## config.mk

```make
export PLATFORM = sky130hd
export DESIGN_NAME = fir_mac_seq
export DESIGN_NICKNAME = d
export VERILOG_FILES = /design/src/rtl/fir_mac_seq.sv
export SDC_FILE = /design/constraint.sdc
export NUM_CORES = 1
export LEC_CHECK = 0
export ABC_CLOCK_PERIOD_IN_PS = 2850
export CELL_PAD_IN_SITES_DETAIL_PLACEMENT = 0
export CELL_PAD_IN_SITES_GLOBAL_PLACEMENT = 1
export CORE_MARGIN = 2
export CORE_UTILIZATION = 41
export DETAILED_ROUTE_END_ITERATION = 10
export GPL_TIMING_DRIVEN = 0
export MAX_ROUTING_LAYER = met4
export PLACE_DENSITY = 0.8
export SYNTH_ARGS = -nofsm -noshare
export SYNTH_HDL_FRONTEND = slang
export SYNTH_SLANG_ARGS = --single-unit
```

## constraint.sdc

```tcl
create_clock -name clk -period 2.85 [get_ports clk]
set_input_delay 0.57 -clock clk [delete_from_list [all_inputs] [get_ports clk]]
set_output_delay 0.57 -clock clk [all_outputs]
set_load 0.02 [all_outputs]
```

## src/rtl/fir_mac_seq.sv

```systemverilog
// Sequencer/MAC stage behind the FIR addressable shift register: accepts a sample,
// sweeps taps 0..N_TAPS-1 through a registered multiplier, emits one saturated output.
module fir_mac_seq #(
    parameter int WIDTH_DATA    = 8,
    parameter int WIDTH_COEF    = 8,
    parameter int N_TAPS        = 16,
    parameter int WIDTH_MAC_OUT = 8
) (
    input  logic                          clk,
    input  logic                          clr,
    input  logic                          in_valid,
    output logic                          in_ready,
    input  logic [WIDTH_DATA-1:0]         din,
    output logic [WIDTH_DATA-1:0]         asr_d,
    output logic                          asr_en,
    output logic [$clog2(N_TAPS)-1:0]     asr_add,
    input  logic [WIDTH_DATA-1:0]         asr_q,
    output logic [$clog2(N_TAPS)-1:0]     coef_add,
    input  logic [WIDTH_COEF-1:0]         coef,
    output logic                          out_valid,
    input  logic                          out_ready,
    output logic [WIDTH_MAC_OUT-1:0]      dout
);
    localparam int AW  = $clog2(N_TAPS);
    localparam int PW  = WIDTH_DATA + WIDTH_COEF;
    localparam int ACW = PW + AW;

    localparam logic [1:0] S_IDLE  = 2'd0;
    localparam logic [1:0] S_MAC   = 2'd1;
    localparam logic [1:0] S_DRAIN = 2'd2;
    localparam logic [1:0] S_OUT   = 2'd3;

    localparam logic signed [ACW-1:0] SAT_MAX = ACW'((1 << (WIDTH_MAC_OUT - 1)) - 1);
    localparam logic signed [ACW-1:0] SAT_MIN = ~SAT_MAX;

    logic [1:0]              state;
    logic [AW-1:0]           k;
    logic signed [ACW-1:0]   acc;
    logic signed [PW-1:0]    prod;
    logic                    prod_vld;

    logic signed [PW-1:0]    q_ext;
    logic signed [PW-1:0]    c_ext;
    logic signed [PW-1:0]    prod_next;
    logic signed [ACW-1:0]   prod_ext;
    logic signed [ACW-1:0]   acc_sum;
    logic signed [ACW-1:0]   fin_shift;
    logic [WIDTH_MAC_OUT-1:0] sat_val;
    logic                    accept;

    assign in_ready  = (state == S_IDLE) && clr;
    assign accept    = in_valid && in_ready;
    assign asr_en    = accept;
    assign asr_d     = din;
    assign asr_add   = (state == S_MAC) ? k : '0;
    assign coef_add  = asr_add;
    assign out_valid = (state == S_OUT);

    // Operands are sign-extended to full product width so the low PW bits are exact.
    assign q_ext     = {{WIDTH_COEF{asr_q[WIDTH_DATA-1]}}, asr_q};
    assign c_ext     = {{WIDTH_DATA{coef[WIDTH_COEF-1]}}, coef};
    assign prod_next = q_ext * c_ext;
    assign prod_ext  = {{AW{prod[PW-1]}}, prod};
    assign acc_sum   = acc + prod_ext;
    assign fin_shift = acc_sum >>> (WIDTH_COEF - 1);

    always_comb begin
        sat_val = fin_shift[WIDTH_MAC_OUT-1:0];
        if (fin_shift > SAT_MAX)
            sat_val = SAT_MAX[WIDTH_MAC_OUT-1:0];
        else if (fin_shift < SAT_MIN)
            sat_val = SAT_MIN[WIDTH_MAC_OUT-1:0];
    end

    always_ff @(posedge clk or negedge clr) begin
        if (!clr) begin
            state    <= S_IDLE;
            k        <= '0;
            acc      <= '0;
            prod     <= '0;
            prod_vld <= 1'b0;
            dout     <= '0;
        end else begin
            case (state)
                S_IDLE: begin
                    if (accept) begin
                        acc      <= '0;
                        k        <= '0;
                        prod_vld <= 1'b0;
                        state    <= S_MAC;
                    end
                end
                S_MAC: begin
                    // Product of tap k lands one cycle later; accumulate the previous one.
                    prod     <= prod_next;
                    prod_vld <= 1'b1;
                    if (prod_vld)
                        acc <= acc_sum;
                    k <= k + 1'b1;
                    if (k == AW'(N_TAPS - 1))
                        state <= S_DRAIN;
                end
                S_DRAIN: begin
                    dout     <= sat_val;
                    prod_vld <= 1'b0;
                    state    <= S_OUT;
                end
                S_OUT: begin
                    if (out_ready)
                        state <= S_IDLE;
                end
                default: state <= S_IDLE;
            endcase
        end
    end
endmodule

```

==> flow_metrics.tcl, run 1 <==
set metrics [dict create \
    run_status "complete, but fails checks" \
    violations "setup timing" \
    mappedNetlistArea_sq_um 5803 \
    synth-edff-count 0 \
    ios 55 \
    overflow 0 \
    worst_path_dominant_cell_family "adder cells" \
    ys_ff_latch 51 \
    final-seq-area_sq_um 1277 \
    worst_ep_arrival_time_ps 4360 \
    area_growth_pct 31.26 \
    ctsHtreeMaxLevel 2 \
    vias_post_dr 4625 \
    synth_warnings 0 \
    hold_viol 0 \
    synth_compound_area_share_pct 16.60 \
    powerDensity_nw_per_um2 1092 \
    yosys.area_share.xor_xnor_pct 4.377 \
    synthMuxAreaShare_pct 2.760 \
    timing.hold.ws_ps 143.4 \
    pwr-share-clk_pct 7.6 \
    drive_gt1_share_pct 28.99 \
    total_switching_power_mw 3.934 \
    synth-adder-area-share_pct 30.96 \
    netlist_instances 629 \
    initial_antenna_violation_count 0 \
    die_h_um 123.0 \
    final-setup-viol-count 11 \
    detailed_place.area_sq_um 6649 \
    final_cell_mix "inv_1, buf_4, fa_1, dfrtp_1, nand2_1" \
    cts_tree "yes" \
    comb_power_share_pct 76.5 \
    min-delay-path-class "in -> async" \
    largest_voltage_drop_on_the_vdd_net_v 0.0004207 \
    yosys.area_share.simple_pct 14.25 \
    cts_hold_repair.buffers 0 \
    initialDrtViolationCount 208 \
    stdcell_area_sq_um 7617 \
    switching_share_pct 47.31 \
    post_route_clock_skew_ps 9.024 \
    fin_setup_tns_ps -10770 \
    avgRoutedWirePerCell_um 15.09 \
    path_cells "buf_12, buf_4, and2_1, fa_1, fa_1, fa_1, inv_1, fa_1, inv_2, ha_4, a21boi_2, o21ai_2, a21boi_2, buf_4, o21a_1, o21a_1, o31ai_1" \
    grt_max_degree 42 \
    combinational_family_with_the_most_area_after_synthesis "adder cells" \
    drt-vias-per-instance 5.133 \
    worstPathMaxFanout 4 \
    maxCapViolations 0 \
    final_nets 858 \
    utilization_pct 55.09 \
    antenna_left 0 \
    drc_markers 0 \
    core-area_sq_um 13830 \
    post-dp-hpwl_mm 10.56 \
    gp_congestion 0.8684 \
    path_clk_slew_ps 80 \
    min_period_ps 4163 \
    grt_setup_unrepaired "true" \
    detailedRoute.firstPassIterationCount 4 \
    synth_nets 767 \
    required_ps 3050 \
    ff2ff_setup_slack_ps 10 \
    syn-mean-instance-area_sq_um 9.226 \
    worst_pin_slew_ps 679.5 \
    tritoncts.num_buffers 5 \
    timing.critical_path.to_type "flip-flop" \
    timing_max_transition_violations_final 0 \
    criticalPathCategory "in -> reg" \
    total_area_of_multi_input_combinational_cells_sq_um 4626 \
    clock_tree.buffer_depth 2 \
    final_routed_wirelength_across_all_metal_layers_mm 13.59 \
    r2r_end "dout[6]$_DFFE_PN0P_" \
    antennaDiodeCount 0 \
    period_share_pct 146.1 \
    globalRouteTotalUtil_pct 18.71 \
    relSlewSlack_pct 54.22 \
    worst-r2r-cell-count 11 \
    synth_ff_type "dfrtp_1" \
    synthArstFlopShare_pct 100.0 \
    clock_insertion_delay_worst_skew_ps 290 \
    timing.critical_path.slowest_stage_cell "fa_1" \
    placement.setup.worst_slack_ps -2328 \
    fp-row-count 43 \
    grt_first_pass_wirelength_mm 22.12 \
    tritoncts_num_sinks 51 \
    ctsRootBufferMaster "clkbuf_16" \
    layout.cells.most_common "inv_1" \
    fillerInstances 1203 \
    power.share.sequential_pct 15.9 \
    port-buffer-count 46 \
    critical-path-top-cell-by-count "fa_1" \
    floorplan.initialDensity_pct 41.97 \
    internal_power_mw 4.381 \
    max_clock_freq_mhz 240.2 \
    synth.lib_cells_used.distinct 62 \
    critical_path_buf_inv_count 5 \
    die_area_sq_um 15120 \
    critical_path.startpoint_type "input pin" \
    critical-path-max-stage-delay_ps 540 \
    power_leakage_nw 3.430 \
    regToRegStartpoint "prod[5]$_DFFE_PN0P_" \
    grt_pass1_vias 4669 \
    seq_area_frac_synth_pct 21.99 \
    die_width_um 123.0 \
    timing.final.ws_setup_ps -1313 \
]
==> routing by layer <==
metal | global-route usage, % | wire, um | up-vias
met1 | 22.90 | 6041 | 2299
met5 | - | 0 | -
met4 | 4.474 | 215 | 0
met3 | 1.245 | 175 | 18
li1 | - | - | 2257
met2 | 33.81 | 7160 | 51
==> cell type report <==
type                    instances  share of cell area (%)
multi-input cells             451                   60.73
flip-flops and latches         51                   16.77
repair buffers                 86                   10.48
inverters                     102                   5.092
well taps                     180                   2.957
plain buffers                  23                   1.971
clock buffers                   6                   1.823
clock inverters                 2                  0.1807
==> synth_stat cells, types with 3 or more instances <==
library cell / instances / share of area [%]
mux2_2: 9 / 1.7
o21ai_0: 23 / 2.0
o21a_1: 8 / 1.0
and3_1: 3 / 0.32
a21oi_1: 25 / 2.2
o211ai_1: 5 / 0.65
nor2b_1: 4 / 0.43
a21o_1: 9 / 1.2
ha_1: 54 / 12
nor2_1: 26 / 1.7
nand3_1: 9 / 0.78
nor3_1: 5 / 0.43
inv_1: 101 / 6.5
xor2_1: 7 / 1.1
o31ai_1: 8 / 1.0
nand2b_1: 5 / 0.54
o21bai_1: 3 / 0.39
a22o_1: 11 / 1.7
dfrtp_1: 51 / 22
nand2_1: 51 / 3.3
o21ai_1: 11 / 0.95
a22oi_1: 6 / 0.78
buf_2: 3 / 0.26
and2_1: 48 / 5.2
buf_4: 12 / 1.6
fa_1: 56 / 19
xnor2_1: 22 / 3.3
clkbuf_1: 9 / 0.58
a211oi_1: 3 / 0.39
==> sequential cells by signal, summed over array words and instances (netlist names) <==
name and cells:
k 4, state 2, prod 16, acc 20, dout 8, prod_vld 1
==> worst reg2reg max path, stage by stage (launching register included) <==
cell       delay, ps
dfrtp_1          440
ha_4             190
or3_4            400
o221ai_4         190
o2111ai_2        210
a31o_4           310
a211oi_4         300
buf_6            150
nor3_4            40
a41oi_4          260
buf_12           150
o221ai_2          80
==> power by group through the flow <==
stage | clock (mW) | combinational [mW] | sequential [mW]
2_1_floorplan | 0 | 3.90 | 1.27
3_3_place_gp | 0 | 4.95 | 1.28
3_5_place_dp | 0 | 5.10 | 1.30
4_1_cts | 0.650 | 5.56 | 1.29
5_1_grt | 0.680 | 7.03 | 1.35
6_report | 0.635 | 6.36 | 1.32
==> logic make-up (layout without fill, tap and decap cells) <==
group                    after synthesis  after routing
flip-flops                            51             51
XOR/XNOR                              29             29
buffers and inverters                127            219
AND/OR/NAND/NOR                      163            163
adder cells (fa/ha/maj)              110            110
AO/OA/AOI/OAI                        135            135
multiplexers                          14             14
==> per-stage QoR <==
stage               cells  power, mW
finish                901      8.316
global route          901      9.062
CTS                   881      7.499
detailed placement    856      6.393
global placement      855      6.222
floorplan             629      5.171
==> worst max-delay path by stage <==
stage / from / to / slack, ps / depth (start not counted)
global placement: coef[2] / prod[14]$_DFFE_PN0P_ / -2260 / 18
global route: asr_q[3] / prod[12]$_DFFE_PN0P_ / -1460 / 17
CTS: asr_q[3] / prod[14]$_DFFE_PN0P_ / -1330 / 18
finish: asr_q[3] / prod[12]$_DFFE_PN0P_ / -1310 / 17
floorplan: asr_q[5] / prod[14]$_DFFE_PN0P_ / -1430 / 17
detailed placement: coef[0] / prod[15]$_DFFE_PN0P_ / -2330 / 16
==> what timing repair did <==
item                                    in CTS  in global routing
setup buffers                               19                 25
endpoints found under the setup margin      30                 30
gates resized for setup                    136                 80
pin swaps                                   33                 43
No activity file was read; power rests on OpenSTA's default activity.
==> run 2, diff against run 1 <==
CORE_MARGIN = 5   (was 2)
CORE_UTILIZATION = 42   (was 41)
CTS_BUF_LIST = sky130_fd_sc_hd__clkbuf_4   (was default)
GPL_TIMING_DRIVEN = default   (was 0)
PLACE_DENSITY = 0.81   (was 0.8)
==> run 2 against run 1 <==
Effect of this change:
- the flow still finishes with violations (setup timing)
- global-route usage shrank 0.88 points
- register-to-register slack gained 80 ps
- clock skew grew 12 ps
- critical endpoint unchanged
==> flow_metrics.tcl, run 2 (synthesized netlist as in run 1, its figures left out) <==
set metrics [dict create \
    final_routed_wirelength_across_all_metal_layers_mm 13.41 \
    floorplan.initialDensity_pct 42.30 \
    max_clock_freq_mhz 245.3 \
    die_width_um 127.5 \
    grt_pass1_vias 4961 \
    critical_path.startpoint_type "input pin" \
    violations "setup timing" \
    clock_tree.buffer_depth 2 \
    initial_antenna_violation_count 1 \
    post_route_clock_skew_ps 20.61 \
    detailed_place.area_sq_um 6954 \
    relSlewSlack_pct 57.19 \
    final_cell_mix "inv_1, buf_4, fa_1, dfrtp_1, nand2_1" \
    required_ps 3160 \
    hold_viol 0 \
    utilization_pct 54.63 \
    maxCapViolations 0 \
    timing_max_transition_violations_final 0 \
    fp-row-count 43 \
    final-setup-viol-count 11 \
    clock_insertion_delay_worst_skew_ps 390 \
    ios 55 \
    overflow 0 \
    run_status "complete, but fails checks" \
    stdcell_area_sq_um 7495 \
    powerDensity_nw_per_um2 1049 \
    fillerInstances 1213 \
    criticalPathCategory "in -> reg" \
    globalRouteTotalUtil_pct 17.83 \
    core-area_sq_um 13720 \
    grt_max_degree 52 \
    ctsRootBufferMaster "clkbuf_4" \
    timing.critical_path.to_type "flip-flop" \
    grt_first_pass_wirelength_mm 23.28 \
    placedCellCount 895 \
    drc_markers 0 \
    die_h_um 127.5 \
    regToRegStartpoint "prod[14]$_DFFE_PN0P_" \
    final_nets 875 \
    total_area_of_multi_input_combinational_cells_sq_um 4471 \
    fin_setup_tns_ps -9964 \
    grt_setup_unrepaired "true" \
    timing.final.ws_setup_ps -1226 \
    tritoncts.num_buffers 5 \
    largest_register_ff_count 20 \
    tritoncts_num_sinks 51 \
    largest_voltage_drop_on_the_vdd_net_v 0.0004424 \
    r2r_end "dout[2]$_DFFE_PN0P_" \
    antenna_left 0 \
    avgRoutedWirePerCell_um 14.61 \
    drt-vias-per-instance 5.069 \
    worst_ep_arrival_time_ps 4380 \
    area_growth_pct 29.15 \
    initialDrtViolationCount 134 \
    path_clk_slew_ps 160 \
    power_leakage_nw 3.498 \
    final-seq-area_sq_um 1276 \
    vias_post_dr 4653 \
    layout_top_registers "acc (20), prod (16), dout (8)" \
    cts_tree "yes" \
    worstPathMaxFanout 3 \
    min-delay-path-class "in -> async" \
    ctsHtreeMaxLevel 2 \
    worst_pin_slew_ps 642.2 \
    port-buffer-count 38 \
    gp_congestion 0.9101 \
    instances_no_fill 918 \
    post-dp-hpwl_mm 10.82 \
    worst-r2r-cell-count 11 \
    largest_register "acc" \
    drive_gt1_share_pct 31.07 \
    die_area_sq_um 16270 \
    min_period_ps 4076 \
    layout.cells.most_common "inv_1" \
    ff2ff_setup_slack_ps 90 \
    cts_hold_repair.buffers 0 \
    detailedRoute.firstPassIterationCount 4 \
    period_share_pct 143.0 \
]
-- run 2: cell types whose count changed in the layout (fill, tap and decap cells not counted), moves of 6 or more --
cell / delta
ha_1: +7
buf_4: +27
ha_4: -7
clkbuf_1: -6
clkdlybuf4s50_1: -8
-- run 2: area by class of cell --
class / instances / share of cell area [%]
Antenna cell: 1 / 0.03339
Clock buffer: 5 / 0.5008
Clock inverter: 2 / 0.1669
Inverter: 102 / 5.175
Multi-Input combinational cell: 451 / 59.65
Sequential cell: 51 / 17.03
Tap cell: 180 / 3.005
Timing Repair Buffer: 126 / 14.44
-- run 2: how the worst max path moves through the flow --
stage,to,startpoint
after floorplan,prod[14]$_DFFE_PN0P_,asr_q[5]
after global placement,prod[14]$_DFFE_PN0P_,coef[7]
final,prod[12]$_DFFE_PN0P_,coef[0]
after CTS,prod[14]$_DFFE_PN0P_,coef[0]
after detailed placement,prod[14]$_DFFE_PN0P_,asr_q[5]
after global routing,prod[12]$_DFFE_PN0P_,coef[0]
-- run 2: worst max-delay path, cell delays in order --
cell and delay [ps]:
buf_8 100, and2_4 170, fa_1 550, inv_2 40, fa_1 490, inv_2 40
fa_1 520, inv_1 40, fa_1 490, inv_2 50, ha_4 230, o21ai_4 60
a21boi_2 80, o21ai_2 190, a21boi_2 80, buf_4 140, o21a_1 170, o21a_1 170
o31ai_1 210
-- run 2: repair_timing --
item	4_1_cts	5_1_grt
endpoints found under the setup margin	19	18
pin swaps	44	34
setup buffers	14	4
gates resized for setup	124	51
hold endpoints to repair	0	0
-- run 2: report_power, final --
group | switching (mW) | leakage, nW | internal, mW
clock | 0.238 | 0.0291 | 0.0927
sequential | 0.237 | 0.659 | 1.03
combinational | 3.24 | 2.81 | 3.02
total | 3.71 | 3.50 | 4.15
-- run 2: per-stage QoR --
step | hold slack [ps] | worst slack [ps] | power, mW
final | 319.0 | -1226 | 7.862
after detailed placement | 477.0 | -2194 | 6.799
after CTS | 328.1 | -1287 | 7.477
after floorplan | 274.4 | -1427 | 5.171
after global placement | 473.6 | -2090 | 6.614
after global routing | 356.7 | -1356 | 8.634
-- run 2: layer usage --
layer  up-vias  part of all wire (%)  wire length, um  global-route usage, %
met5         -                     0                0                      -
met4         0                   1.2              166                  3.975
met3        10                   1.3              171                  1.630
met2        32                    55             7374                  32.70
met1      2317                    42             5696                  21.23
li1       2294                     -                -                      -
==> run 3, diff against run 2 <==
CTS_BUF_LIST = sky130_fd_sc_hd__clkbuf_8   (was sky130_fd_sc_hd__clkbuf_4)
==> run 3 against run 2 <==
Effect of this change:
- the run still ends with setup timing left
- critical path type unchanged
- combinational power is essentially flat
- cell area rose by 0.87%
- final cell count stayed put
- register-to-register slack hardly changed
- clock-buffer cell count is 1 higher
- power increased by 1.8%
- flip-flop and latch count did not move
- global-route usage barely moved
- wire length rose by 0.40%
- largest power group unchanged
==> flow_metrics.tcl, run 3 (synthesized netlist as in run 1, its figures left out) <==
set metrics [dict create \
    ctsHtreeMaxLevel 2 \
    grt_setup_unrepaired "true" \
    critical-path-top-cell-by-count "fa_1" \
    timing.critical_path.slowest_stage_cell "fa_1" \
    globalRouteTotalUtil_pct 17.87 \
    overflow 0 \
    post_route_clock_skew_ps 12.50 \
    tritoncts_num_sinks 51 \
    worst_path_dominant_cell_family "adder cells" \
    initial_antenna_violation_count 0 \
    largest_register "acc" \
    final_nets 876 \
    clock_tree.buffer_depth 2 \
    layout_top_registers "acc (20), prod (16), dout (8)" \
    antennaDiodeCount 0 \
    floorplan.initialDensity_pct 42.30 \
    critical-path-max-stage-delay_ps 550 \
    hold_viol 0 \
    die_area_sq_um 16270 \
    power_leakage_nw 3.528 \
    vias_post_dr 4687 \
    timing_max_transition_violations_final 0 \
    instances_no_fill 918 \
    core-area_sq_um 13720 \
    r2r_end "dout[2]$_DFFE_PN0P_" \
    clock_insertion_delay_worst_skew_ps 320 \
    ff2ff_setup_slack_ps 100 \
    avgRoutedWirePerCell_um 14.66 \
    grt_first_pass_wirelength_mm 23.36 \
    worst_pin_slew_ps 652.4 \
    ctsRootBufferMaster "clkbuf_8" \
    gp_congestion 0.9101 \
    port-buffer-count 38 \
    layout.cells.most_common "inv_1" \
    post-dp-hpwl_mm 10.82 \
    drt-vias-per-instance 5.106 \
    fp-row-count 43 \
    regToRegStartpoint "prod[14]$_DFFE_PN0P_" \
    drc_markers 0 \
    violations "setup timing" \
    relSlewSlack_pct 56.50 \
    final_routed_wirelength_across_all_metal_layers_mm 13.46 \
    critical_path_buf_inv_count 6 \
    timing.final.ws_setup_ps -1299 \
    grt_max_degree 52 \
    die_h_um 127.5 \
    path_clk_slew_ps 100 \
    utilization_pct 55.10 \
    min-delay-path-class "in -> async" \
    grt_pass1_vias 4954 \
    final-setup-viol-count 11 \
    antenna_left 0 \
    cts_hold_repair.buffers 0 \
    detailedRoute.firstPassIterationCount 4 \
    area_growth_pct 30.27 \
    placedCellCount 895 \
    worstPathMaxFanout 3 \
    max_clock_freq_mhz 241.0 \
    criticalPathCategory "in -> reg" \
    source_of_the_critical_timing_path "coef[0]" \
    die_width_um 127.5 \
    required_ps 3080 \
    run_status "complete, but fails checks" \
    critical_path.startpoint_type "input pin" \
    maxCapViolations 0 \
    ios 55 \
    cts_tree "yes" \
    path_cells "buf_8, and2_4, fa_1, inv_2, fa_1, inv_2, fa_1, inv_1, fa_1, inv_2, ha_4, o21ai_4, a21boi_2, o21ai_2, a21boi_2, buf_4, o21a_1, o21a_1, o31ai_1" \
    drive_gt1_share_pct 31.57 \
    powerDensity_nw_per_um2 1059 \
    tritoncts.num_buffers 5 \
    worst-r2r-cell-count 11 \
    final_cell_mix "inv_1, buf_4, fa_1, dfrtp_1, nand2_1" \
    stdcell_area_sq_um 7560 \
    largest_register_ff_count 20 \
    timing.critical_path.to_type "flip-flop" \
    initialDrtViolationCount 152 \
    period_share_pct 145.6 \
    detailed_place.area_sq_um 6954 \
    largest_voltage_drop_on_the_vdd_net_v 0.0004430 \
    min_period_ps 4149 \
    worst_ep_arrival_time_ps 4380 \
]
==> run 3: worst max-delay path by stage <==
stage | endpoint | depth (start not counted)
2_1_floorplan | prod[14]$_DFFE_PN0P_ | 17
3_3_place_gp | prod[14]$_DFFE_PN0P_ | 18
3_5_place_dp | prod[14]$_DFFE_PN0P_ | 20
4_1_cts | prod[14]$_DFFE_PN0P_ | 18
5_1_grt | prod[12]$_DFFE_PN0P_ | 19
6_report | prod[12]$_DFFE_PN0P_ | 19
==> run 3: metal layers <==
layer	track usage, %	routed length [um]
met1	21.39	5766
met2	32.67	7319
met3	1.630	205
met4	3.912	171
met5	-	0
==> run 3: per-stage QoR <==
| step | worst slack [ps] | setup TNS (ps) | total power, mW | hold slack (ps) |
|---|---|---|---|---|
| floorplan | -1427 | -10670 | 5.171 | 274.4 |
| global placement | -2090 | -20490 | 6.614 | 473.6 |
| detailed placement | -2194 | -21590 | 6.799 | 477.0 |
| CTS | -1369 | -11220 | 7.623 | 422.9 |
| global route | -1441 | -11860 | 8.773 | 450.3 |
| finish | -1299 | -10790 | 8.006 | 399.3 |
==> run 3: what timing repair did <==
action / in CTS / in global routing
endpoints found under the hold margin: 0 / 0
setup endpoints to repair: 20 / 19
buffers inserted: 14 / 5
pin swaps: 44 / 38
gates resized for setup: 126 / 56
==> run 3: final cells by class <==
| cell class | count | area, sq um |
|---|---|---|
| clock buffer | 6 | 82.58 |
| clock inverter | 1 | 8.758 |
| fill | 1205 | 6160 |
| inverter | 102 | 387.9 |
| multi-input combinational | 451 | 4479 |
| sequential | 51 | 1276 |
| tap | 180 | 225.2 |
| timing repair buffer | 127 | 1100 |
==> run 3: power breakdown <==
part           internal (mW)  switching (mW)  leakage, nW
clock network          0.196           0.256       0.0477
registers               1.04           0.233        0.659
logic                   3.04            3.25         2.82
==> variant 1 (flow settings as in run 3) <==
The parameter `WIDTH_COEF` goes from 8 to 9.
--- a/src/rtl/fir_mac_seq.sv
+++ b/src/rtl/fir_mac_seq.sv
@@ -4,3 +4,3 @@
     parameter int WIDTH_DATA    = 8,
-    parameter int WIDTH_COEF    = 8,
+    parameter int WIDTH_COEF    = 9,
     parameter int N_TAPS        = 16,
Ports: changed (resized coef); port bits go from 55 to 56. The function was not compared with the original's and may differ.
==> variant 1 against run 3 <==
- the run still ends with setup timing left
- wire length grew 9.8%
- worst setup slack lost 0.073 ns
- utilization grew 2.9 points
- synthesized area grew 4.4%
- power grew 15%
- cell area grew 7.3%
- sequential cell count grew 2
- critical path type unchanged
- critical endpoint is now prod[15]
==> variant 1: results (changes against run 3) <==
* Status: finished with violations (unchanged)
* Failing checks: setup timing (unchanged)
* Comb_multi_in at 473 (was 451)
* Final setup viols at 19 (was 11)
* PnR worst setup slack at -1.372 ns (was -1.299 ns)
* First-pass GRT wire length at 25.24 mm (was 23.36 mm)
* Dpl ws at -2.362 ns (was -2.194 ns)
* CTS clk-pin slew, worst paths at 0.12 ns (was 0.10 ns)
* Cell Count, Final, Fillers Out at 961 (was 918)
* Metal1 wirelength at 6.422 mm (was 5.766 mm)
* Total track usage at 18.89% (was 17.87%)
* Sequential share of cell area at 16.35% (was 16.88%)
* GRT met1 Usage at 22.97% (was 21.39%)
* Largest net degree at the start of global routing at 54 (was 52)
* Syn Area/Cell at 9.337 um^2 (was 9.226 um^2)
* Met2 routed WL at 7.876 mm (was 7.319 mm)
* Synthesized flop and latch total at 53 (was 51)
* Met2 Usage GRT at 33.92% (was 32.67%)
* Total Routed Length at 14.78 mm (was 13.46 mm)
* FILL cells at 1,233 (was 1,205)
* Critical Path Fanout Max at 5 (was 3)
* Multi-input combinational cell area at 0.004823 mm^2 (was 0.004479 mm^2)
* Met3 Use GR at 1.637% (was 1.630%)
* Drt first-iter violations at 157 (was 152)
* Top post-synthesis cells by count: 99 x inv_1, 62 x fa_1, 57 x ha_1 (was 101 x inv_1, 56 x fa_1, 54 x ha_1)
* Inverters at 99 (was 102)
* Clock buffers at 5 (was 6)
* Top cells by area, synth: dfrtp_1 22%, fa_1 20%, ha_1 12% (was dfrtp_1 22%, fa_1 19%, ha_1 12%)
* Seq/Total Area, Yosys at 21.89% (was 21.99%)
* Dpl hpwl at 11.48 mm (was 10.82 mm)
* Cell variety after synth at 54 (was 62)
* Fin. Hold Viols at 0 (unchanged)
* Max stage delay cell, worst path: fa_2 (was fa_1)
* Via density at 5.180 (was 5.106)
* IO buf count at 39 (was 38)
* Bufs w/o clock at 148 (was 127)
* Hold crit path type: in2async (unchanged)
* Vias in the first global route at 5,401 (was 4,954)
* Worst Tran Pin Value at 0.6956 ns (was 0.6524 ns)
* Worst EP arrival at 4.44 ns (was 4.38 ns)
* Final non-clock buffer share at 15.56% (was 14.55%)
* Placed insts at 935 (was 895)
* CP max stage delay at 0.60 ns (was 0.55 ns)
* WL met3 at 238 um (was 205 um)
* Syn Nets at 797 (was 767)
* Regs by FF count: acc: 21 flops, prod: 17 flops, dout: 8 flops (was acc: 20 flops, prod: 16 flops, dout: 8 flops)
* Maximum VDD drop at 0.4966 mV (was 0.4430 mV)
* Share of post-route cells with drive strength above 1 at 34.19% (was 31.57%)
* LEAKAGE at 3.848 nW (was 3.528 nW)
* NumNets Final at 928 (was 876)
* Final clock-cell share at 1.203% (was 1.208%)
* Worst Skew at 0.02142 ns (was 0.01250 ns)
-- variant 1: where the power goes --
part           internal (W)  switching [W]
clock network      0.000185       0.000281
logic               0.00374        0.00367
registers           0.00109       0.000253
total               0.00501        0.00421
-- variant 1: worst reg2reg max path: stages, from the launching register on --
cell and delay [ns]:
dfrtp_1 0.43, ha_4 0.19, inv_4 0.05, fa_2 0.21
nor2b_2 0.05, o211ai_1 0.22, a21oi_2 0.12, o41a_1 0.51
o41ai_4 0.38, o21ai_2 0.13, o41ai_4 0.22, buf_6 0.19
o22ai_2 0.09
-- variant 1: timing repair --
action / CTS / global route
buffers inserted: 18 / 10
setup endpoints to repair: 21 / 20
gates cloned: 0 / 0
hold endpoints to repair: 0 / 0
resized for setup: 166 / 69
pin swaps: 54 / 62
-- variant 1: per-stage QoR --
step | power (W) | setup TNS, ns | cell area, um^2 | hold slack [ns]
after floorplan | 0.005585 | -13.26 | 6206 | 0.2744
after global placement | 0.007352 | -23.55 | 7355 | 0.4666
after detailed placement | 0.007543 | -25.26 | 7355 | 0.4768
after CTS | 0.008578 | -12.51 | 7850 | 0.5004
after global routing | 0.01009 | -14.26 | 8113 | 0.5152
final | 0.009215 | -12.36 | 8113 | 0.4769
-- variant 1: path summary, 6_finish.rpt --
check,slack [ns],to,start
max,-1.37,prod[15],coef[8]
min,0.48,dout[1],clr
max reg2reg,-0.06,dout[5],acc[0]
min reg2reg,0.50,prod[8],prod[8]
max in group asynchronous,1.90,acc[7],clr
min in group clk,0.50,prod[8],prod[8]
-- variant 1: logic make-up (layout without fill, tap and decap cells) --
logic type	Yosys count	after routing	share of synthesized area, %
buf+inv	123	255	8.363
mux	14	14	2.560
flops	53	53	21.89
compound gates	134	134	15.86
fa+ha+maj	119	119	32.25
simple gates	178	178	15.03
xor+xnor	28	28	4.047
